--- src/rtl/hs_cdc_pkg.sv ---
// Shared types and constants for the CDC pulse scheduler.
package hs_cdc_pkg;

    localparam int unsigned STAT_W = 16;

    typedef enum logic [1:0] {
        IDLE    = 2'd0,
        ISSUE   = 2'd1,
        GAP     = 2'd2,
        RECOVER = 2'd3
    } pulse_sched_state_e;

    // Saturating add used by the statistics counters.
    function automatic logic [STAT_W-1:0] sat_add(input logic [STAT_W-1:0] a,
                                                  input logic [STAT_W-1:0] b);
        logic [STAT_W:0] s;
        s = {1'b0, a} + {1'b0, b};
        return s[STAT_W] ? '1 : s[STAT_W-1:0];
    endfunction

endpackage

--- src/rtl/hs_arb_rr.sv ---
// Combinational round-robin arbiter: first requester at or after ptr_i wins.
module hs_arb_rr #(
    parameter int unsigned  N  = 4,
    localparam int unsigned IW = $clog2(N)
) (
    input  logic [N-1:0]  req_i,
    input  logic [IW-1:0] ptr_i,
    output logic [N-1:0]  gnt_oh_c_o,
    output logic [IW-1:0] gnt_idx_c_o,
    output logic          gnt_vld_c_o
);

    int unsigned idx;

    always_comb begin
        gnt_oh_c_o  = '0;
        gnt_idx_c_o = '0;
        gnt_vld_c_o = 1'b0;
        idx         = 0;
        for (int unsigned k = 0; k < N; k++) begin
            idx = 32'(ptr_i) + k;
            if (idx >= N) begin
                idx = idx - N;
            end
            if (!gnt_vld_c_o && req_i[IW'(idx)]) begin
                gnt_vld_c_o             = 1'b1;
                gnt_oh_c_o[IW'(idx)]    = 1'b1;
                gnt_idx_c_o             = IW'(idx);
            end
        end
    end

endmodule

--- src/rtl/hs_unit_dff.sv ---
// Plain register with asynchronous active-high reset to RST_VAL.
module hs_unit_dff #(
    parameter int unsigned   W       = 1,
    parameter logic [W-1:0]  RST_VAL = '0
) (
    input  logic         clk_i,
    input  logic         rst_i,
    input  logic [W-1:0] d_i,
    output logic [W-1:0] q_o
);

    always_ff @(posedge clk_i or posedge rst_i) begin
        if (rst_i) begin
            q_o <= RST_VAL;
        end else begin
            q_o <= d_i;
        end
    end

endmodule

--- src/rtl/hs_unit_dff_ce.sv ---
// Register with load enable and asynchronous active-high reset to RST_VAL.
module hs_unit_dff_ce #(
    parameter int unsigned   W       = 1,
    parameter logic [W-1:0]  RST_VAL = '0
) (
    input  logic         clk_i,
    input  logic         rst_i,
    input  logic         en_i,
    input  logic [W-1:0] d_i,
    output logic [W-1:0] q_o
);

    always_ff @(posedge clk_i or posedge rst_i) begin
        if (rst_i) begin
            q_o <= RST_VAL;
        end else if (en_i) begin
            q_o <= d_i;
        end
    end

endmodule

--- src/rtl/hs_cdc_pulse_sched.sv ---
// Shares one CDC pulse-syncer lane between NUM_REQ requesters with RR grants and gap pacing.
// Optional statistics counters: define HS_CDC_PULSE_SCHED_STATS_EN.
module hs_cdc_pulse_sched
    import hs_cdc_pkg::*;
#(
    parameter int unsigned NUM_REQ   = 4,
    parameter int unsigned CNT_WIDTH = 4,
    parameter int unsigned GAP_W     = 6,
    parameter int unsigned MIN_GAP   = 6
) (
    input  logic                       clk,
    input  logic                       areset,
    input  logic                       en,
    input  logic [GAP_W-1:0]           gap_cfg,
    input  logic [NUM_REQ-1:0]         req_pulse,
    output logic [NUM_REQ-1:0]         req_pending,
    output logic [NUM_REQ-1:0]         req_drop,
    input  logic                       drop_clr,
    output logic                       sync_pulse,
    output logic [$clog2(NUM_REQ)-1:0] sync_tag,
    input  logic                       sync_overload,
    output logic                       sync_ovld_sclr,
    output logic                       busy,
    output logic [STAT_W-1:0]          stat_issue_cnt,
    output logic [STAT_W-1:0]          stat_drop_cnt
);

    localparam int unsigned    TAG_W     = $clog2(NUM_REQ);
    localparam int unsigned    TMR_W     = GAP_W + 1;
    localparam logic [GAP_W-1:0] MIN_GAP_V = GAP_W'(MIN_GAP);

    pulse_sched_state_e state_q, state_d;
    logic [1:0]         state_raw_q;
    logic [TMR_W-1:0]   tmr_q, tmr_d;
    logic [GAP_W-1:0]   eff_gap_q, eff_live;
    logic [TAG_W-1:0]   ptr_q, ptr_nxt, gnt_idx;
    logic [NUM_REQ-1:0] gnt_oh, cnt_nz, pending_d, drop_ev, drop_d;
    logic               gnt_vld, grant_fire, pulse_d, sclr_d, busy_d;

    logic [NUM_REQ-1:0][CNT_WIDTH-1:0] cnt_q, cnt_d;

    assign eff_live = (gap_cfg < MIN_GAP_V) ? MIN_GAP_V : gap_cfg;
    assign ptr_nxt  = (gnt_idx == TAG_W'(NUM_REQ - 1)) ? '0 : gnt_idx + TAG_W'(1);

    hs_arb_rr #(.N(NUM_REQ)) u_arb (
        .req_i       (cnt_nz),
        .ptr_i       (ptr_q),
        .gnt_oh_c_o  (gnt_oh),
        .gnt_idx_c_o (gnt_idx),
        .gnt_vld_c_o (gnt_vld)
    );

    // Scheduler FSM: grant, pulse, pace, and recover from syncer overload.
    always_comb begin
        state_d    = state_q;
        tmr_d      = tmr_q;
        grant_fire = 1'b0;
        pulse_d    = 1'b0;
        sclr_d     = 1'b0;
        case (state_q)
            IDLE: begin
                if (sync_overload) begin
                    state_d = RECOVER;
                    tmr_d   = {eff_live, 1'b0};
                    sclr_d  = 1'b1;
                end else if (en && gnt_vld) begin
                    state_d    = ISSUE;
                    grant_fire = 1'b1;
                    pulse_d    = 1'b1;
                end
            end
            ISSUE: begin
                state_d = GAP;
                tmr_d   = TMR_W'(eff_gap_q);
            end
            GAP: begin
                if (sync_overload) begin
                    state_d = RECOVER;
                    tmr_d   = {eff_gap_q, 1'b0};
                    sclr_d  = 1'b1;
                end else if (tmr_q <= TMR_W'(1)) begin
                    state_d = IDLE;
                end else begin
                    tmr_d = tmr_q - TMR_W'(1);
                end
            end
            RECOVER: begin
                if (tmr_q <= TMR_W'(1)) begin
                    state_d = IDLE;
                end else begin
                    tmr_d = tmr_q - TMR_W'(1);
                end
            end
            default: state_d = IDLE;
        endcase
    end

    assign state_q = pulse_sched_state_e'(state_raw_q);
    assign busy_d  = (state_d != IDLE) || (|cnt_d);
    assign drop_d  = drop_clr ? '0 : (req_drop | drop_ev);

    // Pending counters: simultaneous event and grant cancel; a full counter drops the event.
    for (genvar i = 0; i < NUM_REQ; i++) begin : g_cnt
        logic inc, dec, full;
        assign inc          = req_pulse[i];
        assign dec          = grant_fire & gnt_oh[i];
        assign full         = (cnt_q[i] == '1);
        assign drop_ev[i]   = inc & ~dec & full;
        assign cnt_nz[i]    = |cnt_q[i];
        assign pending_d[i] = |cnt_d[i];
        assign cnt_d[i]     = (inc & ~dec & ~full) ? cnt_q[i] + CNT_WIDTH'(1) :
                              (dec & ~inc)         ? cnt_q[i] - CNT_WIDTH'(1) :
                                                     cnt_q[i];

        hs_unit_dff #(.W(CNT_WIDTH)) u_cnt (
            .clk_i(clk), .rst_i(areset), .d_i(cnt_d[i]), .q_o(cnt_q[i]));
    end

    hs_unit_dff #(.W(2), .RST_VAL(IDLE)) u_state (
        .clk_i(clk), .rst_i(areset), .d_i(state_d), .q_o(state_raw_q));
    hs_unit_dff #(.W(TMR_W)) u_tmr (
        .clk_i(clk), .rst_i(areset), .d_i(tmr_d), .q_o(tmr_q));
    hs_unit_dff #(.W(1)) u_pulse (
        .clk_i(clk), .rst_i(areset), .d_i(pulse_d), .q_o(sync_pulse));
    hs_unit_dff #(.W(1)) u_sclr (
        .clk_i(clk), .rst_i(areset), .d_i(sclr_d), .q_o(sync_ovld_sclr));
    hs_unit_dff #(.W(1)) u_busy (
        .clk_i(clk), .rst_i(areset), .d_i(busy_d), .q_o(busy));
    hs_unit_dff #(.W(NUM_REQ)) u_pend (
        .clk_i(clk), .rst_i(areset), .d_i(pending_d), .q_o(req_pending));
    hs_unit_dff #(.W(NUM_REQ)) u_drop (
        .clk_i(clk), .rst_i(areset), .d_i(drop_d), .q_o(req_drop));

    // Tag, pointer and effective gap are captured only on a grant.
    hs_unit_dff_ce #(.W(TAG_W)) u_tag (
        .clk_i(clk), .rst_i(areset), .en_i(grant_fire), .d_i(gnt_idx), .q_o(sync_tag));
    hs_unit_dff_ce #(.W(TAG_W)) u_ptr (
        .clk_i(clk), .rst_i(areset), .en_i(grant_fire), .d_i(ptr_nxt), .q_o(ptr_q));
    hs_unit_dff_ce #(.W(GAP_W)) u_gap (
        .clk_i(clk), .rst_i(areset), .en_i(grant_fire), .d_i(eff_live), .q_o(eff_gap_q));

`ifdef HS_CDC_PULSE_SCHED_STATS_EN
    logic [STAT_W-1:0] drop_num, issue_d, dropc_d;

    always_comb begin
        drop_num = '0;
        for (int unsigned i = 0; i < NUM_REQ; i++) begin
            drop_num = drop_num + STAT_W'(drop_ev[i]);
        end
    end

    assign issue_d = drop_clr ? '0 : sat_add(stat_issue_cnt, STAT_W'(pulse_d));
    assign dropc_d = drop_clr ? '0 : sat_add(stat_drop_cnt, drop_num);

    hs_unit_dff #(.W(STAT_W)) u_stat_issue (
        .clk_i(clk), .rst_i(areset), .d_i(issue_d), .q_o(stat_issue_cnt));
    hs_unit_dff #(.W(STAT_W)) u_stat_drop (
        .clk_i(clk), .rst_i(areset), .d_i(dropc_d), .q_o(stat_drop_cnt));
`else
    assign stat_issue_cnt = '0;
    assign stat_drop_cnt  = '0;
`endif

endmodule
--- config.mk ---
export PLATFORM = sky130hd
export DESIGN_NAME = hs_cdc_pulse_sched
export DESIGN_NICKNAME = d
export VERILOG_FILES = /design/src/rtl/hs_cdc_pkg.sv /design/src/rtl/hs_arb_rr.sv /design/src/rtl/hs_unit_dff.sv /design/src/rtl/hs_unit_dff_ce.sv /design/src/rtl/hs_cdc_pulse_sched.sv
export SDC_FILE = /design/constraint.sdc
export NUM_CORES = 1
export LEC_CHECK = 0
export ABC_AREA = 1
export BUFFER_PORTS_ARGS = -buffer_cell sky130_fd_sc_hd__buf_2
export CELL_PAD_IN_SITES_DETAIL_PLACEMENT = 2
export CELL_PAD_IN_SITES_GLOBAL_PLACEMENT = 2
export CORE_ASPECT_RATIO = 1.5
export CORE_MARGIN = 1
export CORE_UTILIZATION = 30
export CTS_BUF_LIST = sky130_fd_sc_hd__clkbuf_16
export CTS_CLUSTER_SIZE = 12
export DETAILED_ROUTE_END_ITERATION = 8
export GPL_ROUTABILITY_DRIVEN = 0
export HOLD_SLACK_MARGIN = 0.15
export PLACE_DENSITY_LB_ADDON = 0.3
export SLEW_MARGIN = 10
export SYNTH_ARGS = -nofsm -noshare
export SYNTH_HDL_FRONTEND = slang
export SYNTH_SLANG_ARGS = --single-unit
--- constraint.sdc ---
create_clock -name clk -period 2.5 [get_ports clk]
set_clock_uncertainty 0.2 [all_clocks]
set_input_delay 0.25 -clock clk [delete_from_list [all_inputs] [get_ports clk]]
set_output_delay 0.25 -clock clk [all_outputs]
set_load 0.02 [all_outputs]
==> flow_summary.ini <==
[logic_synthesis]
synth.area.mux_share_pct = 0
synth-edff-count = 0
synth_top_family_by_area = simple AND/OR/NAND/NOR gates
yosys_warnings = 0
synth_simple_gate_area_share_pct = 34.5
yosysSeqAreaShare_pct = 31.1
synthAdderAreaFrac_pct = 6.09
synth.largest_area_cell = dfrtp_1
netlist_area_um2 = 3700
syn_inst = 479
synthDistinctLibCells = 40
synth-seq-cells = 46
synth_flop_cell = dfrtp_1
async_flop_share_pct = 100
synth_xor_area_share_pct = 4.50
synth_compound_area_share_pct = 8.56
avgSynthCellArea_um2 = 7.72
synth_top_area_share_pct = 31.1
synth_area_leaders = dfrtp_1 (31%), nand2_1 (10%), buf_4 (6.9%)

[route]
drt_iter0_drc = 89
first_pass_iters = 4
routed_via_density = 5.03
wl_um = 16400
wl_per_cell_um = 21.2
via_count = 3883
drc = 0
antenna_left = 0

[finish]
fin_area_um2 = 5590
drive_gt1_share_pct = 46.0
insertedDiodeCount = 0
final_common_cell = buf_4
synthToLayoutAreaGrowth_pct = 51.0
final_core_util_pct = 46.5
final_nets = 651
layout_common_cells = buf_4 (72), nand2_1 (53), inv_1 (47), nand2_2 (47), dfrtp_1 (44)

[setup_path]
worst-r2r-cell-count = 18
timing.rr.end = u_busy.q_o
worstSetupPathType = reg -> reg
path_max_fanout = 7
cpPeakStageDelay_ps = 470
crit_buf_inv = 4
cp.arrival_ps = 2890
critical_path.most_common_cell = nand2_2
cp_slowest_cell = dfrtp_2
critPathTopFamily = simple AND/OR/NAND/NOR gates
cp_cell_sequence = inv_8 > ha_4 > inv_4 > nand3_4 > nand2_8 > nor2_8 > nand3_2 > nand2_2 > nor2_4 > buf_6 > buf_6 > nand3_4 > nand2_2 > nand2_2 > a21oi_2 > nand3_1 > nor2_2 > nand3_2
critPathCaptureType = register
critPathLaunchType = register
reg2reg_setup_slack_ps = -400
required_ps = 2490

[clock_tree]
tritoncts = yes
cts_root_buf = clkbuf_16
cts_sinks = 46
htreeDepth = 2
cts_buffer_depth = 2
cts_buffers = 5
clk_latency_ps = 300
clk_pin_slew_worst_paths_ps = 70

[power]
p_sw_share_pct = 48.7
clkPwrFrac_pct = 10.7
cellInternalPower_mw = 3.33
power_leakage_nw = 2.71
powerDensity_nw_per_um2 = 1160
p_seq_share_pct = 18.7
comb_power_share_pct = 70.6
max-vdd-ir-drop_mv = 0.692
power.net_switching_mw = 3.16

[floorplanning]
core_um2 = 12000
die_y_um = 138
ios = 60
die_w_um = 92.7
dieArea_um2 = 12800
rows = 49
start_util_pct = 30.8

[placement]
hpwl_um = 9890
place_ws_ps = -489
place_area_um2 = 4460
portBuffers = 27

[sta]
period_needed_ps = 2900
setup_viol = 28
fin_hold_ws_ps = 251
fmax_ghz = 0.345
finalSetupTns_ps = -3860
slew_headroom_pct = 57.5
finalHoldViolCount = 0
slew_viol_final = 0
setup_ws_ps = -402
tightest_slew_ps = 638
period_share_pct = 116
rsz0062_at_grt = true

[global_routing]
grt-ovfl-total = 0
grt_start_max_net_pins = 47
grt_pass1_vias = 4451
grt_pass1_wl_um = 23100
antenna_found_initial = 0
grt_use_total_pct = 23.4

[hold_path]
hold_class = in -> reg
hp-start = req_pulse[1]
holdPathStages = 5
holdPathEnd = g_cnt[1].u_cnt.q_o[0]

[run]
drv_cap = 0

[outcome]
failed_checks = negative setup slack
status = finished, violations left
state kept, by name, indices dropped and copies added, names as in the netlist, named ones only:
| signal | cells |
|---|---|
| u_state.q_o | 2 |
| u_drop.q_o | 4 |
| u_busy.q_o | 1 |
| u_tag.q_o | 2 |
| u_ptr.q_o | 1 |
| u_pulse.q_o | 1 |
| g_cnt.u_cnt.q_o | 16 |
| u_gap.q_o | 6 |
| u_sclr.q_o | 1 |
| u_tmr.q_o | 7 |
| u_pend.q_o | 4 |
worst min-delay path: cells and delay by family:
| kind | cells | cell delay (ps) |
|---|---|---|
| buffers and inverters | 2 | 180 |
| AND/OR/NAND/NOR | 3 | 290 |
final cells by class:
cell class                 count  area (um2)
clock buffer                   5         125
clock inverter                 3        18.8
fill                        1378        6430
inverter                      61         246
multi-input combinational    360        2610
sequential                    46        1150
tap                          153         191
timing repair buffer         144        1240
worst max path at each step:
stage                     cells after the start                  start  slack [ps]    endpoint
after global routing                         20               register        -560  u_busy.q_o
after floorplan                              18               register         -60  u_busy.q_o
final                                        18               register        -400  u_busy.q_o
after detailed placement                     19  g_cnt[0].u_cnt.q_o[1]        -490  u_busy.q_o
after global placement                       18               register        -380  u_busy.q_o
after CTS                                    18               register        -250  u_busy.q_o
through the flow:
stage	total power, mW	instances
4_1_cts	5.85	763
6_report	6.50	772
3_5_place_dp	4.61	725
5_1_grt	6.90	772
2_1_floorplan	3.22	510
3_3_place_gp	4.41	725
timing repair:
action                                  CTS  global route
pin swaps                                34            35
endpoints found under the setup margin   26            27
hold buffers                             12             0
hold endpoints to repair                 63             0
cloned                                    1             1
gates resized for setup                  97            74
setup buffers                            18            12
cells by family (layout without fill, tap and decap cells):
group / after synthesis / in the layout
AND/OR/NAND/NOR: 238 / 238
buffers and inverters: 104 / 213
AO/OA/AOI/OAI: 53 / 53
flip-flops: 46 / 46
XOR/XNOR: 19 / 19
adder cells (fa/ha/maj): 18 / 18
other: 1 / 32
cell usage after synthesis (6+ instances only):
cell type / n
a21oi_1: 10
buf_4: 34
dfrtp_1: 46
ha_1: 18
inv_1: 58
nand2_1: 102
nand3_1: 30
nand3_2: 17
nand4_1: 27
nor2_1: 28
nor3_1: 7
o21ai_0: 27
o221ai_1: 6
xnor2_1: 6
xor2_1: 13
per-layer routing:
metal  part of all wire (%)  track usage [%]
met1                     34             21.9
met2                     58             47.4
met3                    2.4             2.92
met4                    5.0             12.1
met5                      0                0
power groups by stage:
stage / registers [mW] / clock network [mW] / logic, mW
2_1_floorplan: 1.25 / 0 / 1.97
3_3_place_gp: 1.18 / 0 / 3.23
3_5_place_dp: 1.20 / 0 / 3.41
4_1_cts: 1.19 / 0.704 / 3.95
5_1_grt: 1.23 / 0.744 / 4.92
6_report: 1.21 / 0.697 / 4.59
Power figures use the tool's default switching activity.
